**config.mk**
```make
export PLATFORM = sky130hd
export DESIGN_NAME = render_sequencer
export DESIGN_NICKNAME = d
export VERILOG_FILES = /design/src/rtl/render_sequencer_pkg.sv /design/src/rtl/render_sequencer_fb_port_mux.sv /design/src/rtl/render_sequencer.sv
export SDC_FILE = /design/constraint.sdc
export NUM_CORES = 1
export LEC_CHECK = 0
export BUFFER_PORTS_ARGS = -buffer_cell sky130_fd_sc_hd__buf_2
export CAP_MARGIN = 20
export CORE_MARGIN = 1.5
export CORE_UTILIZATION = 35
export DETAILED_ROUTE_END_ITERATION = 8
export HOLD_SLACK_MARGIN = 0.02
export PLACE_DENSITY = 0.93
export SLEW_MARGIN = 15
export SYNTH_ARGS = -nofsm -noshare
export SYNTH_HDL_FRONTEND = slang
export SYNTH_SLANG_ARGS = --single-unit
export TNS_END_PERCENT = 100
```
**constraint.sdc**
```tcl
create_clock -name clk -period 4.3 [get_ports clk]
set_clock_uncertainty 0.15 [all_clocks]
set_input_delay 0 -clock clk [delete_from_list [all_inputs] [get_ports clk]]
set_output_delay 0 -clock clk [all_outputs]
set_load 0.01 [all_outputs]
```
**src/rtl/render_sequencer_pkg.sv**
```systemverilog
`default_nettype none
// ============================================================================
//  Module      : render_sequencer_pkg
//  Description : Shared constants and state encoding for the render sequencer.
//  Revision    : 1.0 - initial release
// ============================================================================
package render_sequencer_pkg;

    // Frame-buffer geometry: 320x240 pixels of 24-bit colour.
    localparam int PIXEL_W       = 24;
    localparam int FRAME_SIZE    = 76800;
    localparam int FB_ADDR_W_DEF = $clog2(FRAME_SIZE);

    // Sequencer states: each drawer gets a KICK (start pulse), an ARM (wait
    // for the drawer to acknowledge by dropping done) and a RUN (wait for done).
    typedef enum logic [2:0] {
        ST_IDLE     = 3'd0,
        ST_MAP_KICK = 3'd1,
        ST_MAP_ARM  = 3'd2,
        ST_MAP_RUN  = 3'd3,
        ST_SPR_KICK = 3'd4,
        ST_SPR_ARM  = 3'd5,
        ST_SPR_RUN  = 3'd6,
        ST_FINISH   = 3'd7
    } state_t;

    // One-hot grant codes for the frame-buffer port mux.
    localparam logic [1:0] GRANT_NONE = 2'b00;
    localparam logic [1:0] GRANT_MAP  = 2'b01;
    localparam logic [1:0] GRANT_SPR  = 2'b10;

endpackage
`default_nettype wire

```
**src/rtl/render_sequencer_fb_port_mux.sv**
```systemverilog
`default_nettype none
// ============================================================================
//  Module      : fb_port_mux
//  Description : Two-requester frame-buffer write mux with one-hot grant.
//                Outputs are zero when nothing (or an illegal code) is granted.
//  Revision    : 1.0 - initial release
// ============================================================================
module fb_port_mux #(
    parameter int ADDR_W = 17,
    parameter int DATA_W = 24
) (
    input  logic [1:0]        grant,
    input  logic              req0_we,
    input  logic [ADDR_W-1:0] req0_addr,
    input  logic [DATA_W-1:0] req0_data,
    input  logic              req1_we,
    input  logic [ADDR_W-1:0] req1_addr,
    input  logic [DATA_W-1:0] req1_data,
    output logic              we,
    output logic [ADDR_W-1:0] addr,
    output logic [DATA_W-1:0] data
);

    // Pass the granted requester straight through; anything else reads as idle.
    always_comb begin
        we   = 1'b0;
        addr = '0;
        data = '0;
        case (grant)
            2'b01: begin
                we   = req0_we;
                addr = req0_addr;
                data = req0_data;
            end
            2'b10: begin
                we   = req1_we;
                addr = req1_addr;
                data = req1_data;
            end
            default: begin
                we   = 1'b0;
                addr = '0;
                data = '0;
            end
        endcase
    end

endmodule
`default_nettype wire

```
**src/rtl/render_sequencer.sv**
```systemverilog
`default_nettype none
// ============================================================================
//  Module      : render_sequencer
//  Description : Per-frame sequencer: kicks the map drawer, then the sprite
//                drawer, arbitrating their frame-buffer writes, and counts
//                completed frames.
//                Optional watchdog enabled by defining RENDER_TIMEOUT_EN.
//  Revision    : 1.0 - initial release
// ============================================================================
module render_sequencer
    import render_sequencer_pkg::*;
#(
    parameter int FB_ADDR_W      = FB_ADDR_W_DEF,
    parameter int TIMEOUT_CYCLES = 200000
) (
    input  logic                 clk,
    input  logic                 rst,
    input  logic                 frame_go,
    output logic                 map_start,
    input  logic                 map_done,
    input  logic                 map_we,
    input  logic [FB_ADDR_W-1:0] map_addr,
    input  logic [PIXEL_W-1:0]   map_data,
    output logic                 spr_start,
    input  logic                 spr_done,
    input  logic                 spr_we,
    input  logic [FB_ADDR_W-1:0] spr_addr,
    input  logic [PIXEL_W-1:0]   spr_data,
    output logic                 fb_we,
    output logic [FB_ADDR_W-1:0] fb_addr,
    output logic [PIXEL_W-1:0]   fb_data,
    output logic                 busy,
    output logic [7:0]           frame_cnt
`ifdef RENDER_TIMEOUT_EN
    ,
    output logic                 timeout_err
`endif
);

    state_t     state;
    state_t     state_nxt;
    logic [1:0] grant;
    logic       wd_expired;

`ifdef RENDER_TIMEOUT_EN
    localparam int WD_W = $clog2(TIMEOUT_CYCLES + 1);

    logic [WD_W-1:0] wd_cnt;
    logic            in_phase;

    assign in_phase   = (state == ST_MAP_ARM) || (state == ST_MAP_RUN) ||
                        (state == ST_SPR_ARM) || (state == ST_SPR_RUN);
    assign wd_expired = in_phase && (wd_cnt == WD_W'(TIMEOUT_CYCLES - 1));

    // Watchdog: restarts on every kick, counts drawer-phase cycles, and latches
    // a sticky error when a phase is abandoned.
    always_ff @(posedge clk or posedge rst) begin
        if (rst) begin
            wd_cnt      <= '0;
            timeout_err <= 1'b0;
        end else begin
            if ((state == ST_MAP_KICK) || (state == ST_SPR_KICK)) begin
                wd_cnt <= '0;
            end else if (in_phase) begin
                wd_cnt <= wd_cnt + 1'b1;
            end
            if (wd_expired) begin
                timeout_err <= 1'b1;
            end
        end
    end
`else
    // Without the watchdog the drawer phases wait indefinitely.
    assign wd_expired = 1'b0;
`endif

    // State register.
    always_ff @(posedge clk or posedge rst) begin
        if (rst) begin
            state <= ST_IDLE;
        end else begin
            state <= state_nxt;
        end
    end

    // Next-state, start pulses and grant selection; a watchdog expiry abandons
    // the current drawer and moves on as if it had finished.
    always_comb begin
        state_nxt = state;
        map_start = 1'b0;
        spr_start = 1'b0;
        grant     = GRANT_NONE;
        case (state)
            ST_IDLE: begin
                if (frame_go) state_nxt = ST_MAP_KICK;
            end
            ST_MAP_KICK: begin
                map_start = 1'b1;
                state_nxt = ST_MAP_ARM;
            end
            ST_MAP_ARM: begin
                grant = GRANT_MAP;
                if (wd_expired)     state_nxt = ST_SPR_KICK;
                else if (!map_done) state_nxt = ST_MAP_RUN;
            end
            ST_MAP_RUN: begin
                grant = GRANT_MAP;
                if (wd_expired || map_done) state_nxt = ST_SPR_KICK;
            end
            ST_SPR_KICK: begin
                spr_start = 1'b1;
                state_nxt = ST_SPR_ARM;
            end
            ST_SPR_ARM: begin
                grant = GRANT_SPR;
                if (wd_expired)     state_nxt = ST_FINISH;
                else if (!spr_done) state_nxt = ST_SPR_RUN;
            end
            ST_SPR_RUN: begin
                grant = GRANT_SPR;
                if (wd_expired || spr_done) state_nxt = ST_FINISH;
            end
            ST_FINISH: begin
                state_nxt = ST_IDLE;
            end
            default: begin
                state_nxt = ST_IDLE;
            end
        endcase
    end

    // Completed-frame counter, wraps naturally at 8 bits.
    always_ff @(posedge clk or posedge rst) begin
        if (rst) begin
            frame_cnt <= 8'd0;
        end else if (state == ST_FINISH) begin
            frame_cnt <= frame_cnt + 8'd1;
        end
    end

    assign busy = (state != ST_IDLE);

    fb_port_mux #(
        .ADDR_W (FB_ADDR_W),
        .DATA_W (PIXEL_W)
    ) u_fb_port_mux (
        .grant     (grant),
        .req0_we   (map_we),
        .req0_addr (map_addr),
        .req0_data (map_data),
        .req1_we   (spr_we),
        .req1_addr (spr_addr),
        .req1_data (spr_data),
        .we        (fb_we),
        .addr      (fb_addr),
        .data      (fb_data)
    );

endmodule
`default_nettype wire

```
---- Yosys cells after proc, flatten, opt, wreduce, memory -nomap -nowiden ----
Index checks and enable logic that the tools add are counted.
cells by class
  $add $sub $neg .......................... 1
  eq/ne operators ......................... 14
  muxes and demuxes ....................... 12
  reduce and logical (&&, ||, !) cells .... 5
operators by type and width
  cell                                                  count
  one-hot mux 24 bit (2 select lines)                   1
  one-hot mux 17 bit (2 select lines)                   1
  one-hot mux 3 bit (8 select lines)                    1
  two-way mux 3 bit                                     5
  equality test 3 bit (second input constant)           4
  inequality test 2 bit (second input constant)         5
  adder 8 x 1 -> 8 bit (second input constant)          1
  equality test 3 x 2 -> 1 bit (second input constant)  2
  AND reduction 5 bit                                   1
  one-hot mux 2 bit (2 select lines)                    1
  OR reduction 2 bit                                    2
  equality test 3 x 1 -> 1 bit (second input constant)  1
  logical NOT 3 bit                                     1
  nonzero test 3 bit                                    1
  equality test 2 x 1 -> 1 bit (second input constant)  1
  equality test 2 bit (second input constant)           1
  two-way mux 1 bit                                     2
  one-hot mux 1 bit (2 select lines)                    1
word-level totals
  register bits ........................... 11
  input port bits ......................... 89
  word-level logic and storage cells ...... 34

---- Longest topological paths before layout ----
  word-level depth ........................ 5
  mapped depth ............................ 9
  gate-level depth less buffers ........... 6

---- Cells and area by module ----
From an unflattened synthesis, not the netlist that was laid out.
second synthesis, totals
  cells, all modules ...................... 157
  area, all modules ....................... 1251.2 µm²
modules (own cells, without submodules)
  module            times used  cells an instance  area an instance (µm²)  seq. area each (µm²)
  fb_port_mux       1           103                690.7                   0.0
  render_sequencer  1           54                 560.5                   275.3

---- Worst setup path before layout ----
Ideal clock, no wire load.
  kind .................................... reg2out
  from .................................... register state[0]
  to ...................................... output fb_addr[0]
  arrival time ............................ 1639 ps
  data required time ...................... 4150 ps
  path slack .............................. 2511 ps
  stages on the path, launching flop included .. 8
  cell sequence ........................... dfrtp_1 > buf_4 > xor2_1 > and2_1 > ha_1 > clkbuf_1 > clkbuf_1 > nor2_1
between the ends
  word-level cells in the longest chain between the ends .. 5
ends and longest elaborated chain
  what                                                                 RTL line                            RTL
  from (decl)                                                          render_sequencer.sv:40              state_t state;
  from (signal assigned)                                               render_sequencer.sv:82              state <= state_nxt;
  equality test 3 bit or equality test 3 x 2 -> 1 bit (tied branches)  render_sequencer.sv:93              case (state)
  OR reduction 2 bit (no line)                                         n/a
  one-hot mux 2 bit (2 select lines) *                                 render_sequencer.sv:93
  equality test 2 bit or equality test 2 x 1 -> 1 bit (tied branches)  render_sequencer_fb_port_mux.sv:29  case (grant)
  one-hot mux 17 bit (2 select lines) *                                render_sequencer_fb_port_mux.sv:29
  to (decl)                                                            render_sequencer.sv:30              output logic [FB_ADDR_W-1:0] fb_addr,
Every way passes the cells marked *; elsewhere a longest branch is shown, timed or not.

---- Worst setup path after layout ----
  from .................................... register state[1]
  to ...................................... output fb_data[15]
between the ends
  word-level cells in the longest chain between the ends .. 5
ends and longest elaborated chain
  what                                                                 RTL line                            RTL
  equality test 3 bit or equality test 3 x 2 -> 1 bit (tied branches)  render_sequencer.sv:93
  OR reduction 2 bit (no line)                                         n/a
  one-hot mux 2 bit (2 select lines) *                                 render_sequencer.sv:93
  equality test 2 bit or equality test 2 x 1 -> 1 bit (tied branches)  render_sequencer_fb_port_mux.sv:29
  one-hot mux 24 bit (2 select lines) *                                render_sequencer_fb_port_mux.sv:29
  to (decl)                                                            render_sequencer.sv:31              output logic [PIXEL_W-1:0] fb_data,
Marked as above.

==> results.py <==
metrics = {
    "floorplan": {
        "core_area_um2": 3100,
        "io_pins": 142,
        "die_area_um2": 3660,
        "initial_utilization": 0.373,
        "die_y_um": 60.5,
        "dieWidth_um": 60.5,
        "fp-row-count": 20,
    },
    "drt": {
        "via_per_inst": 4.92,
        "dr.pass1.iters": 5,
        "drc": 0,
        "vias": 1677,
        "drt-total-wl_mm": 4.37,
        "post_drt_wl_per_cell_um": 12.8,
        "drt_iter0_markers": 103,
        "ant_nets": 0,
    },
    "final_layout": {
        "final_common_cell": "buf_2",
        "nets": 390,
        "area.growth.synth_to_final_pct": 67.6,
        "most-common-layout-cells": "buf_2 (141), nor2_1 (44), a22oi_1 (42)",
        "final.fill_count": 294,
        "design_area_um2": 1940,
        "final-seq-area_um2": 275,
        "multi_input_area_um2": 763,
        "drive_gt1_frac": 0.512,
        "diodes": 0,
    },
    "global_route": {
        "grt_antenna_before_repair": 0,
        "grt_overflow_total": 0,
        "grt_pass1_vias": 1396,
        "grt_max_degree": 43,
        "grt_use_total": 0.209,
        "grt_pass1_wl_mm": 5.84,
    },
    "clocking": {
        "htreeDepth": 1,
        "clock-sinks": 11,
        "path_clk_slew_ns": 0.07,
        "cts_tree": "built",
        "cts_inserted_buffers": 3,
        "cts_root_buf": "clkbuf_4",
        "post_cts_buffers": 0,
        "clk_latency_ns": 0.27,
        "clockBufferDepth": 2,
    },
    "sta": {
        "final_hold_viol_count": 0,
        "setup_violations": 0,
        "max-slew-margin-rel": 0.365,
        "period_needed_ns": 2.74,
        "tightest_slew_ns": 0.953,
        "min_period_over_period": 0.636,
        "rsz0062_at_grt": "false",
        "timing.fmax_mhz": 365,
        "setup-tns-final_ns": 0,
        "drv_slew": 0,
    },
    "synth": {
        "yosysTopAreaCell": "a22oi_1",
        "synth-seq-area-share": 0.238,
        "ys_seq_elements": 11,
        "syn_nets": 252,
        "syn_area_per_cell_um2": 7.23,
        "ys_types": 23,
        "ys_top_cells_by_area": "a22oi_1 (27%), dfrtp_1 (24%), nor2_1 (14%), buf_2 (3.5%), ha_1 (3.2%)",
        "synth_top_area_frac": 0.272,
        "netlist_instances": 160,
        "syn_area_um2": 1160,
        "yosysWarnings": 0,
    },
    "worst_setup_path": {
        "cp-start-kind": "register",
        "worst_setup_path_end_kind": "primary output",
        "crit_chain": "xor2_1, and2_1, ha_1, buf_4, a22oi_1, nor2_1, buf_2",
        "worstPathMaxFanout": 28,
        "cp.required_ns": 4.15,
        "crit_arrival_ns": 2.59,
        "slowest_stage": "ha_1",
        "slowest_delay_ns": 0.78,
        "worst-setup-path-type": "reg2out",
    },
    "power": {
        "p_leak_uw": 0.00111,
        "p_per_area_nw_per_um2": 607,
        "ir_drop_uv": 367,
    },
    "status": {
        "status": "completed",
    },
    "place": {
        "place_congestion": 0.829,
        "dp_hpwl_mm": 3.40,
        "portBuffers": 141,
        "place_area_um2": 1860,
    },
    "run": {
        "maxCapViolCount": 0,
    },
    "min_path": {
        "min_path_type": "in2async",
    },
}
## power breakdown
| part | internal [µW] | switching [µW] |
|---|---|---|
| clock network | 35.8 | 32.4 |
| registers | 134 | 56.2 |
| logic | 370 | 549 |
## routing by layer
metal  share of wire  GRT usage  wire, µm  vias to the layer above
met5               0          0         0                        -
met4           0.010     0.0466        44                        0
met3           0.095     0.0533       416                        4
met2            0.49      0.371      2160                       95
met1            0.40      0.256      1750                      740
li1                -          -         -                      838
## synth_stat cells, drive strengths merged
cell	n
nor2	44
a22oi	42
dfrtp	11
buf	10
inv	9
clkbuf	7
nand2	7
nand3	4
nor3	4
xnor2	4
xor2	4
ha	3
o21ai	3
and2	2
and3	1
maj3	1
mux2	1
nand4	1
nor4	1
o221ai	1
## layout make-up
cell class / count / share of cell area
multi-input cells: 123 / 0.394
repair buffers: 150 / 0.405
inverters: 9 / 0.0174
well taps: 44 / 0.0284
flip-flops and latches: 11 / 0.142
clock buffers: 4 / 0.0135
## sequential cells by signal (all words and copies together) (netlist names)
signal and cells:
frame_cnt 8, state 3
## kinds of logic (layout without fill, tap and decap cells)
kind of cell | Yosys count | after routing | share of synthesized area
compound gates | 46 | 46 | 0.293
xor+xnor | 8 | 8 | 0.0605
mux | 1 | 1 | 0.00973
flops | 11 | 11 | 0.238
simple gates | 64 | 64 | 0.255
buf+inv | 26 | 163 | 0.103
fa+ha+maj | 4 | 4 | 0.0411
## worst paths after layout
kind	to	slack [ns]	cells past startpoint	start
setup / recovery	fb_data[15]	1.56	7	state[1]$_DFFE_PP0P_
hold / removal	state[1]$_DFFE_PP0P_	0.11	3	rst
setup reg to reg	state[0]$_DFFE_PP0P_	2.45	3	state[1]$_DFFE_PP0P_
hold reg to reg	frame_cnt[7]$_DFFE_PP0P_	0.34	1	frame_cnt[7]$_DFFE_PP0P_
max in group asynchronous	frame_cnt[7]$_DFFE_PP0P_	3.59	3	rst
min in group clk	fb_we	0.18	4	map_we
## critical path, delay by kind of cell (launching register included)
kind	cells	cell delay [ns]
buffers and inverters	2	0.45
adders and majority gates	1	0.78
AOI/OAI and AO/OA	1	0.08
xor gates and xnor gates	1	0.16
DFF	1	0.55
and+or+nand+nor	2	0.28
## timing repair
item,4_1_cts,5_1_grt
gates resized for setup,0,0
hold buffers,5,0
endpoints found under the hold margin,14,0
## through the flow
stage	util	std cells	hold WS (ns)	worst slack, ns	power [µW]
2_1_floorplan	-	160	-0.298	2.51	814
3_3_place_gp	0.600	332	-0.153	1.93	1070
3_5_place_dp	0.600	332	-0.150	1.84	1090
4_1_cts	0.625	341	0.103	1.55	1180
5_1_grt	0.625	341	0.134	1.34	1290
6_report	0.625	341	0.109	1.56	1180
Note: power is estimated with default switching activity, not from simulation.
